## src/rtl/ir_sweep_seq.sv

```systemverilog
// IR sensor sweep sequencer.
// Enables the IR emitters, waits for them to settle, then converts the eight
// sensor channels one after another through the shared A2D. The eight readings
// are collected in a working bank and copied to an output bank in a single
// cycle, so downstream logic always sees one coherent set of readings.
module ir_sweep_seq #(
    parameter int SETTLE_CYCLES = 4096,
    parameter int CNV_TIMEOUT   = 1024
) (
    input  logic        clk,
    input  logic        rst_n,
    input  logic        go,
    output logic        IR_en,
    output logic [2:0]  chnnl,
    output logic        strt_cnv,
    input  logic        cnv_cmplt,
    input  logic [11:0] res,
    input  logic [2:0]  sel,
    output logic [11:0] IR_dat,
    output logic        IR_vld,
    output logic        a2d_err,
    output logic        busy
);

    localparam int SW = (SETTLE_CYCLES > 1) ? $clog2(SETTLE_CYCLES) : 1;
    localparam int TW = (CNV_TIMEOUT > 1) ? $clog2(CNV_TIMEOUT) : 1;
    localparam logic [SW-1:0] SETTLE_LAST  = SW'(SETTLE_CYCLES - 1);
    localparam logic [TW-1:0] TIMEOUT_LAST = TW'(CNV_TIMEOUT - 1);

    typedef enum logic [2:0] {
        S_IDLE    = 3'd0,
        S_SETTLE  = 3'd1,
        S_CONV    = 3'd2,
        S_WAIT    = 3'd3,
        S_PUBLISH = 3'd4
    } state_t;

    state_t        state_q, state_d;
    logic [SW-1:0] settle_cnt_q, settle_cnt_d;
    logic [TW-1:0] tmo_cnt_q, tmo_cnt_d;
    logic [2:0]    idx_q, idx_d;
    logic          err_q, err_d;
    logic [11:0]   work_q [8];
    logic [11:0]   work_d [8];
    logic [11:0]   bank_q [8];
    logic [11:0]   bank_d [8];

    // A channel is finished either by its done strobe or by running out of time.
    logic timed_out;
    logic chan_done;
    assign timed_out = (tmo_cnt_q == TIMEOUT_LAST);
    assign chan_done = cnv_cmplt || timed_out;

    // State, counters and both reading banks.
    always_ff @(posedge clk or negedge rst_n) begin
        if (!rst_n) begin
            state_q      <= S_IDLE;
            settle_cnt_q <= '0;
            tmo_cnt_q    <= '0;
            idx_q        <= '0;
            err_q        <= 1'b0;
            for (int i = 0; i < 8; i++) begin
                work_q[i] <= '0;
                bank_q[i] <= '0;
            end
        end else begin
            state_q      <= state_d;
            settle_cnt_q <= settle_cnt_d;
            tmo_cnt_q    <= tmo_cnt_d;
            idx_q        <= idx_d;
            err_q        <= err_d;
            for (int i = 0; i < 8; i++) begin
                work_q[i] <= work_d[i];
                bank_q[i] <= bank_d[i];
            end
        end
    end

    // Next-state selection; go is only looked at while idle, so it never queues.
    always_comb begin
        state_d = state_q;
        case (state_q)
            S_IDLE:    if (go) state_d = S_SETTLE;
            S_SETTLE:  if (settle_cnt_q == SETTLE_LAST) state_d = S_CONV;
            S_CONV:    state_d = S_WAIT;
            S_WAIT:    if (chan_done) state_d = (idx_q == 3'd7) ? S_PUBLISH : S_CONV;
            S_PUBLISH: state_d = S_IDLE;
            default:   state_d = S_IDLE;
        endcase
    end

    // Counter, channel index, error flag and bank updates for each state.
    always_comb begin
        settle_cnt_d = settle_cnt_q;
        tmo_cnt_d    = tmo_cnt_q;
        idx_d        = idx_q;
        err_d        = err_q;
        work_d       = work_q;
        bank_d       = bank_q;
        case (state_q)
            S_IDLE: begin
                if (go) begin
                    settle_cnt_d = '0;
                    idx_d        = '0;
                    err_d        = 1'b0;
                end
            end
            S_SETTLE: begin
                if (settle_cnt_q != SETTLE_LAST) settle_cnt_d = settle_cnt_q + SW'(1);
            end
            S_CONV: begin
                tmo_cnt_d = '0;
            end
            S_WAIT: begin
                if (cnv_cmplt) begin
                    work_d[idx_q] = res;
                end else if (timed_out) begin
                    // A dead channel reads as zero so the set can still be published.
                    work_d[idx_q] = 12'h000;
                    err_d         = 1'b1;
                end else begin
                    tmo_cnt_d = tmo_cnt_q + TW'(1);
                end
                if (chan_done && idx_q != 3'd7) idx_d = idx_q + 3'd1;
            end
            S_PUBLISH: begin
                bank_d = work_q;
            end
            default: ;
        endcase
    end

    // Moore outputs decoded from the registered state, plus the bank read port.
    always_comb begin
        IR_en    = (state_q != S_IDLE);
        busy     = (state_q != S_IDLE);
        strt_cnv = (state_q == S_CONV);
        IR_vld   = (state_q == S_PUBLISH);
        chnnl    = idx_q;
        a2d_err  = err_q;
        IR_dat   = bank_q[sel];
    end

endmodule

```

## config.mk

```make
export PLATFORM = sky130hd
export DESIGN_NAME = ir_sweep_seq
export DESIGN_NICKNAME = d
export VERILOG_FILES = /design/src/rtl/ir_sweep_seq.sv
export SDC_FILE = /design/constraint.sdc
export NUM_CORES = 1
export LEC_CHECK = 0
export BUFFER_PORTS_ARGS = -buffer_cell sky130_fd_sc_hd__buf_2
export CORE_ASPECT_RATIO = 1.5
export CORE_MARGIN = 3
export CORE_UTILIZATION = 47
export DETAILED_ROUTE_END_ITERATION = 8
export GPL_ROUTABILITY_DRIVEN = 0
export GPL_TIMING_DRIVEN = 0
export MAX_ROUTING_LAYER = met4
export PLACE_DENSITY_LB_ADDON = 0.2
export RECOVER_POWER = 25
export SYNTH_ARGS = -nofsm -noshare
export SYNTH_HDL_FRONTEND = slang
export SYNTH_SLANG_ARGS = --single-unit
```

## constraint.sdc

```tcl
create_clock -name clk -period 2.2 [get_ports clk]
set_input_delay 0.33 -clock clk [delete_from_list [all_inputs] [get_ports clk]]
set_output_delay 0.33 -clock clk [all_outputs]
set_load 0.005 [all_outputs]
```

Word level (Yosys, flattened, before mapping) --
Cells that the tools add are included.
Cells by class: add/subtract/negate cells 3, $lt $le $gt $ge 3, equal/unequal tests 17, multiplexer cells 26, bitwise gates (word level) 4, reduce and logical (&&, ||, !) cells 15
Operators with widths (count):
- 96-bit 2-to-1 mux | 2
- 96-bit bitwise AND | 1
- 96-bit bitwise mux | 1
- 96-bit NOT | 1
- 12-bit 2-to-1 mux | 5
- 12-bit binary-select mux with 3-bit select | 1
- 12-bit demux with 3-bit select | 1
- 12-bit case mux with 2 select lines | 1
- 10-bit 2-to-1 mux | 2
- 10-bit case mux with 2 select lines | 1
- 3-bit 2-to-1 mux | 6
- 2-bit != test, second input constant | 8
- 12-bit by 1-bit adder with 12-bit output, second input constant | 1
- 12-bit == test, second input constant | 1
- 12-bit != test, second input constant | 1
- 3-bit case mux with 4 select lines | 1
- 3-bit AND reduction | 4
- 10-bit by 1-bit adder with 10-bit output, second input constant | 1
- 10-bit == test, second input constant | 1
- 4-bit greater-or-equal comparator, second input constant | 2
- 3-bit NOT with 4-bit output | 2
- 2-bit nonzero test | 4
- 3-bit by 2-bit == test with 1-bit output, second input constant | 2
- 3-bit == test, second input constant | 2
- 13 further kinds | 16
Storage, ports and cells: flip-flop bits (word level) 221, bits of input ports 19, output and inout bits 20

Depth between registers and ports, before layout --
Gate-level depths: netlist of run 1.
depth in word-level cells 9, depth in mapped cells 8

Worst setup path after synthesis of run 1 --
OpenSTA, ideal clock, no wires.
path kind in2out, from in sel[0], to out IR_dat[0], data arrival time 1599 ps, required time 1870 ps, slack 271 ps, stages on the path 4, path through buf_2 -> buf_2 -> mux4_2 -> mux2_2
On the way: longest elaborated chain between the ends 4
RTL lines:
- from (decl) | RTL line 18 | input logic [2:0] sel,
- 3-bit NOT with 4-bit output (implied by the code) | RTL line 141 | IR_dat = bank_q[sel];
- 12-bit binary-select mux with 3-bit select | RTL line 141
- 12-bit 2-to-1 mux (implied by the code) (2 in series) | RTL line 141
- to (decl) | RTL line 19 | output logic [11:0] IR_dat,
No other way between the ends. The select of a mux whose other input is x is not followed.

Worst setup path after layout of run 1 --
from reg bank_q[4] (netlist bit), to out IR_dat[4]
On the way: longest elaborated chain between the ends 3
RTL lines:
- from (decl) | RTL line 45 | logic [11:0] bank_q [8];
- from (signal, indexed assignment) | RTL line 74 | bank_q[i] <= bank_d[i];
- 12-bit binary-select mux with 3-bit select | RTL line 141
- 12-bit 2-to-1 mux (implied by the code) (2 in series) | RTL line 141
No other way between the ends. The select of a mux whose other input is x is not followed.

==> results.py, run 1 <==
metrics = {
    "layout": {
        "nNetsFinal": 753,
        "drive_gt1_frac": 0.340,
        "antenna_cells": 0,
        "syn_to_final_growth_pct": 14.6,
        "final_util": 0.550,
    },
    "critical_path": {
        "cp_cell_sequence": "mux4_2 -> mux2_2 -> buf_2",
        "end_kind": "output port",
        "critPathSlowestCell": "mux4_2",
        "cp-start-kind": "register",
        "arrival_ns": 1.84,
        "max_stage_delay_ns": 0.52,
        "crit_buf_inv": 1,
        "worstPathRequired_ns": 1.87,
        "cp_top_family": "multiplexers",
        "critPathKind": "register to output port",
        "cp_max_fo": 2,
    },
    "global_route": {
        "antenna_found_initial": 0,
        "gr-total-overflow": 0,
        "grt_max_degree": 116,
        "grt_pass1_wl_um": 38100,
        "grtUsageTotal": 0.230,
        "grt_pass1_vias": 6714,
    },
    "clock_network": {
        "clk_pin_slew_ns": 0.06,
        "cts_sinks": 221,
        "clkLatencyLatePin_ns": 0.51,
        "cts_buffers": 22,
        "cts_buffer_depth": 3,
        "cts_tree": "built",
        "htreeDepth": 1,
        "cts_root_buf": "clkbuf_16",
    },
    "synthesis": {
        "yosysWarnings": 0,
        "netlist_area_mm2": 0.00950,
        "synth_edf_count": 0,
        "yosys-top-cells-area": "dfrtp_1 58%, mux2_2 13%, o2bb2ai_1 8.9%",
        "async_flop_share": 1.00,
        "synth_top_area_cell": "dfrtp_1",
        "synth_common_cells": "221 x dfrtp_1, 108 x mux2_2, 96 x o2bb2ai_1",
        "ys_seq_elements": 221,
        "synthCells": 668,
        "avgSynthCellArea_um2": 14.2,
        "syn_nets": 691,
        "synthDominantCellAreaShare": 0.582,
        "ys.flop_type": "dfrtp_1",
        "yosysMostFrequentCell": "dfrtp_1",
        "yosysSeqAreaShare": 0.582,
        "ys_types": 55,
    },
    "timing": {
        "hold_viol_final": 0,
        "clock.fmax_mhz": 462,
        "skew_ns": 0.00995,
        "slew_headroom": 0.460,
        "setup-violations-final": 0,
        "drv_slew": 0,
        "worstMarginPinSlew_ns": 0.810,
        "min_period_ns": 2.17,
        "finalCritPeriodShare": 0.985,
        "rsz0062_at_grt": "yes",
    },
    "route": {
        "final_antenna_net_count": 0,
        "wirelength_um": 24200,
        "via_per_inst": 6.10,
        "wl_per_cell_um": 24.1,
        "route.vias.total": 6126,
        "drt_drc_violations_left": 0,
        "drt-initial-drc-count": 445,
        "dr.pass1.iters": 5,
    },
    "power_and_ir_drop": {
        "comb_power_share": 0.158,
        "power_w": 0.0110,
        "ir_drop_mv": 0.568,
        "power_density_mw_per_mm2": 1010,
        "power.leakage_nw": 5.00,
        "p_int_w": 0.00797,
        "p_seq_frac": 0.481,
        "clkPwrFrac": 0.361,
        "swShare": 0.274,
        "netSwitchingPower_w": 0.00301,
    },
    "floorplan": {
        "initial_utilization": 0.480,
        "pin_count": 39,
        "core_mm2": 0.0198,
        "die_y_um": 180,
        "fp.dieW_um": 122,
        "die_area_mm2": 0.0220,
        "rows": 63,
    },
    "job": {
        "drv_cap": 0,
    },
    "outcome": {
        "run_status": "complete, no violations",
    },
    "place": {
        "port_buffers": 35,
        "hpwlAfterDp_um": 16000,
    },
    "worst_hold_path": {
        "hold_class": "input port to register",
    },
}
-- final cells by class --
class / count / area, µm²
buffer: 45 / 272
fill: 1614 / 8900
inverter: 2 / 7.51
clock buffer: 32 / 679
sequential: 221 / 5530
multi-input combinational: 399 / 3730
clock inverter: 7 / 92.6
tap: 260 / 325
timing repair buffer: 39 / 243
-- power groups by stage --
stage / Combinational [W] / Sequential (W) / Clock (W)
after floorplan: 0.00121 / 0.00517 / 0
after global placement: 0.00165 / 0.00527 / 0
after detailed placement: 0.00173 / 0.00531 / 0
after CTS: 0.00174 / 0.00526 / 0.00401
after global routing: 0.00191 / 0.00535 / 0.00418
final: 0.00174 / 0.00528 / 0.00397
-- cell usage in the layout (no fill, tap or decap), types with 3 or more instances in the layout --
master     netlist  final
dfrtp_1        221    221
mux2_2         108    106
o2bb2ai_1       96     96
buf_2           18     49
nand2_1         31     31
mux4_2          24     24
clkbuf_16        0     23
clkbuf_1        16     15
nand4_1         10     10
nand3_1         10     10
and3_1           9      9
a21oi_1          9      9
buf_4            7      8
nor2_1           7      7
and2_1           7      7
nand2b_1         7      7
and4_1           7      7
clkbuf_8         0      7
a31oi_1          5      5
nor3_1           6      5
buf_6            3      4
o31ai_1          4      4
a211o_1          4      4
ha_1             4      4
nor2b_1          3      3
nand3_2          3      3
nor4_1           3      3
o21ai_0          3      3
a22o_1           3      3
clkinv_2         0      3
-- per-stage QoR --
stage | std cells | hold WS [ns] | TNS (ns) | area [µm²] | worst slack [ns]
4_1_cts | 1005 | 0.0522 | 0 | 10900 | 0.00686
2_1_floorplan | 668 | 0.0344 | 0 | 9500 | 0.271
3_5_place_dp | 964 | 0.442 | -4.56 | 10000 | -0.401
6_report | 1005 | 0.0615 | 0 | 10900 | 0.0336
3_3_place_gp | 963 | 0.446 | -581.07 | 10000 | -2.64
5_1_grt | 1005 | 0.0752 | -0.00599 | 10900 | -0.00509
-- timing repair --
| item | in CTS | in global routing |
|---|---|---|
| setup buffers | 2 | 0 |
| hold endpoints to repair | 106 | 0 |
| hold buffers | 1 | 0 |
| setup endpoints to repair | 24 | 35 |
| resized for setup | 13 | 7 |
-- worst paths after layout --
| path | from | end | slack [ns] | depth (start not counted) |
|---|---|---|---|---|
| worst max-delay path | bank_q[4] | IR_dat[4] | 0.03 | 3 |
| worst min-delay path | go | a2d_err | 0.06 | 2 |
| worst max register to register | tmo_cnt_q[0] | work_q[15] | 0.11 | 7 |
| worst min register to register | settle_cnt_q[7] | settle_cnt_q[7] | 0.47 | 1 |
| max in group asynchronous | rst_n | settle_cnt_q[11] | 0.63 | 3 |
| min in group asynchronous | rst_n | tmo_cnt_q[5] | 0.46 | 2 |
-- flip-flops by register name, indices dropped and copies added (netlist names) --
register      count
settle_cnt_q     12
work_q           96
bank_q           96
chnnl             3
tmo_cnt_q        10
a2d_err           1
state_q           3
-- cells by family (layout without fill, tap and decap cells) --
logic type / after synthesis / count (layout) / synth area share
AO/OA/AOI/OAI: 145 / 145 / 0.127
adder cells (fa/ha/maj): 4 / 4 / 0.00527
buffers and inverters: 48 / 125 / 0.0265
AND/OR/NAND/NOR: 117 / 117 / 0.0725
multiplexers: 133 / 133 / 0.186
flip-flops: 221 / 221 / 0.582
-- layer usage --
| metal | track usage | part of all wire |
|---|---|---|
| met4 | 0.0570 | 0.023 |
| met3 | 0.0236 | 0.037 |
| met5 | - | 0 |
| met2 | 0.408 | 0.54 |
| met1 | 0.282 | 0.40 |
Note: power is estimated with default switching activity, not from simulation.
==> inputs of run 2 (changes only) <==
- ABC_AREA: unset -> 1
==> run 2 against run 1 <==
Net effect:
- die area increased by 10%
- cell count increased by 64%
- combinational power decreased by 81%
- register-to-register slack improved by 0.21 ns
- utilization decreased by 0.98 points
- area after synthesis increased by 11%
==> results.py, run 2 <==
metrics = {
    "outcome": {
        "run_status": "complete, no violations",
    },
    "floorplan": {
        "rows": 66,
        "die_area_mm2": 0.0242,
        "core_mm2": 0.0218,
        "die_y_um": 189,
        "initial_utilization": 0.482,
        "fp.dieW_um": 128,
        "pin_count": 39,
    },
    "power_and_ir_drop": {
        "power.leakage_nw": 6.23,
        "power_density_mw_per_mm2": 678,
        "power_w": 0.00799,
        "ir_drop_mv": 0.549,
    },
    "global_route": {
        "grt_max_degree": 116,
        "grt_pass1_vias": 8347,
        "antenna_found_initial": 1,
        "grtUsageTotal": 0.237,
        "gr-total-overflow": 0,
        "grt_pass1_wl_um": 44300,
    },
    "timing": {
        "skew_ns": 0.00921,
        "rsz0062_at_grt": "no",
        "min_period_ns": 2.10,
        "slew_headroom": 0.283,
        "setup-violations-final": 0,
        "hold_viol_final": 0,
        "finalCritPeriodShare": 0.954,
        "setup_tns_ns": 0,
        "clock.fmax_mhz": 477,
        "worstMarginPinSlew_ns": 1.08,
        "drv_slew": 0,
    },
    "route": {
        "final_antenna_net_count": 0,
        "dr.pass1.iters": 7,
        "drt_drc_violations_left": 0,
        "route.vias.total": 8489,
        "wl_met3_um": 1270,
        "highest_layer": "met4",
        "wirelength_um": 27500,
        "drt-initial-drc-count": 735,
        "routed-wl-met2_um": 13700,
        "via_per_inst": 5.16,
        "wl_per_cell_um": 16.7,
        "m1WireLength_um": 12000,
    },
    "synthesis": {
        "yosysMostFrequentCell": "nand2_1",
        "yosysSeqAreaShare": 0.526,
        "synth_edf_count": 0,
        "ys_seq_elements": 221,
        "netlist_area_mm2": 0.0105,
        "synthCells": 1295,
        "async_flop_share": 1.00,
        "syn_nets": 1318,
        "ys_types": 35,
        "yosysWarnings": 0,
        "synth_common_cells": "608 x nand2_1, 221 x dfrtp_1, 75 x nand3_1",
        "synthDominantCellAreaShare": 0.526,
        "ys.flop_type": "dfrtp_1",
        "avgSynthCellArea_um2": 8.12,
        "yosys-top-cells-area": "dfrtp_1 53%, nand2_1 22%, nand3_1 3.6%",
        "synth_top_area_cell": "dfrtp_1",
    },
    "critical_path": {
        "worstPathRequired_ns": 1.87,
        "cp-start-kind": "input port",
        "critPathKind": "input port to output port",
        "end_kind": "output port",
        "cp_max_fo": 10,
        "arrival_ns": 1.77,
    },
    "clock_network": {
        "clkLatencyLatePin_ns": 0.50,
        "htreeDepth": 1,
        "cts_tree": "built",
        "clk_pin_slew_ns": 0.06,
        "cts_root_buf": "clkbuf_16",
        "cts_sinks": 221,
        "cts_buffer_depth": 3,
        "cts_buffers": 22,
    },
    "layout": {
        "nNetsFinal": 1381,
        "drive_gt1_frac": 0.106,
        "layout_common_cells": "608 x nand2_1, 221 x dfrtp_1, 75 x nand3_1",
        "syn_to_final_growth_pct": 12.1,
        "nFillCells": 2134,
        "largestRegisters": "bank_q (96), work_q (96), settle_cnt_q (12)",
        "final_common_cell": "nand2_1",
    },
    "job": {
        "drv_cap": 0,
    },
    "place": {
        "hpwlAfterDp_um": 20200,
        "port_buffers": 36,
    },
    "worst_hold_path": {
        "hold_class": "input port to register",
    },
}
-- run 2: worst paths after layout --
check,startpoint,end,slack (ns),depth (start not counted)
setup / recovery,sel[0],IR_dat[7],0.10,8
hold / removal,go,state_q[0],0.16,3
setup reg to reg,tmo_cnt_q[0],work_q[13],0.32,9
hold reg to reg,work_q[65],bank_q[65],0.47,2
max in group asynchronous,rst_n,work_q[47],0.40,4
min in group asynchronous,rst_n,bank_q[82],0.26,2
-- run 2: cell type report --
| cell class | instances | area (µm²) | share of cell area |
|---|---|---|---|
| repair buffers | 39 | 239 | 0.0203 |
| clock buffers | 31 | 646 | 0.0548 |
| flip-flops and latches | 221 | 5530 | 0.469 |
| plain buffers | 71 | 408 | 0.0346 |
| clock inverters | 7 | 38.8 | 0.00329 |
| well taps | 272 | 340 | 0.0289 |
| diodes | 1 | 2.50 | 0.000212 |
| multi-input cells | 937 | 4330 | 0.367 |
| inverters | 66 | 248 | 0.0210 |
-- run 2: cell families (layout without fill, tap and decap cells) --
logic type               Yosys count  count (layout)  share of synthesized area
adder cells (fa/ha/maj)            4               4                    0.00476
other                              0               1                          0
buffers and inverters            137             214                     0.0620
flip-flops                       221             221                      0.526
XOR/XNOR                           3               3                    0.00250
multiplexers                      24              24                     0.0229
AND/OR/NAND/NOR                  770             770                      0.306
AO/OA/AOI/OAI                    136             136                     0.0755
-- run 2: stage by stage --
step	instance area, µm²	std cells	setup WS (ns)	utilization	hold slack [ns]
after floorplan	10500	1295	0.659	-	0.0344
after global placement	11000	1603	-3.12	0.506	0.452
after detailed placement	11100	1605	0.0371	0.509	0.189
after CTS	11800	1644	0.0332	0.541	0.157
after global routing	11800	1645	0.00656	0.540	0.197
final	11800	1645	0.102	0.540	0.163
-- run 2: critical path, cell delays in order --
cell and delay, ns:
buf_2 0.12, buf_4 0.23, clkbuf_4 0.28, mux2i_1 0.35, o22ai_1 0.15, nand2_1 0.13
nand2_1 0.05, buf_2 0.12
-- run 2: repair_timing --
action / 4_1_cts / 5_1_grt
gates resized for setup: 0 / 3
buffers inserted: 0 / 0
hold endpoints to repair: 25 / 0
hold buffers: 1 / 0
setup endpoints to repair: 0 / 3
-- run 2: routing by layer --
metal | global-route usage | up-vias
met5 | - | -
met1 | 0.305 | 3990
met2 | 0.398 | 206
met4 | 0.0666 | 0
met3 | 0.0248 | 38
li1 | - | 4255
-- run 2: report_power, final --
part / leakage (nW) / switching, W / total [W] / internal (W)
Clock: 0.345 / 0.00155 / 0.00360 / 0.00204
Sequential: 3.06 / 0 / 0.00406 / 0.00406
Combinational: 2.82 / 0.000255 / 0.000330 / 0.0000751
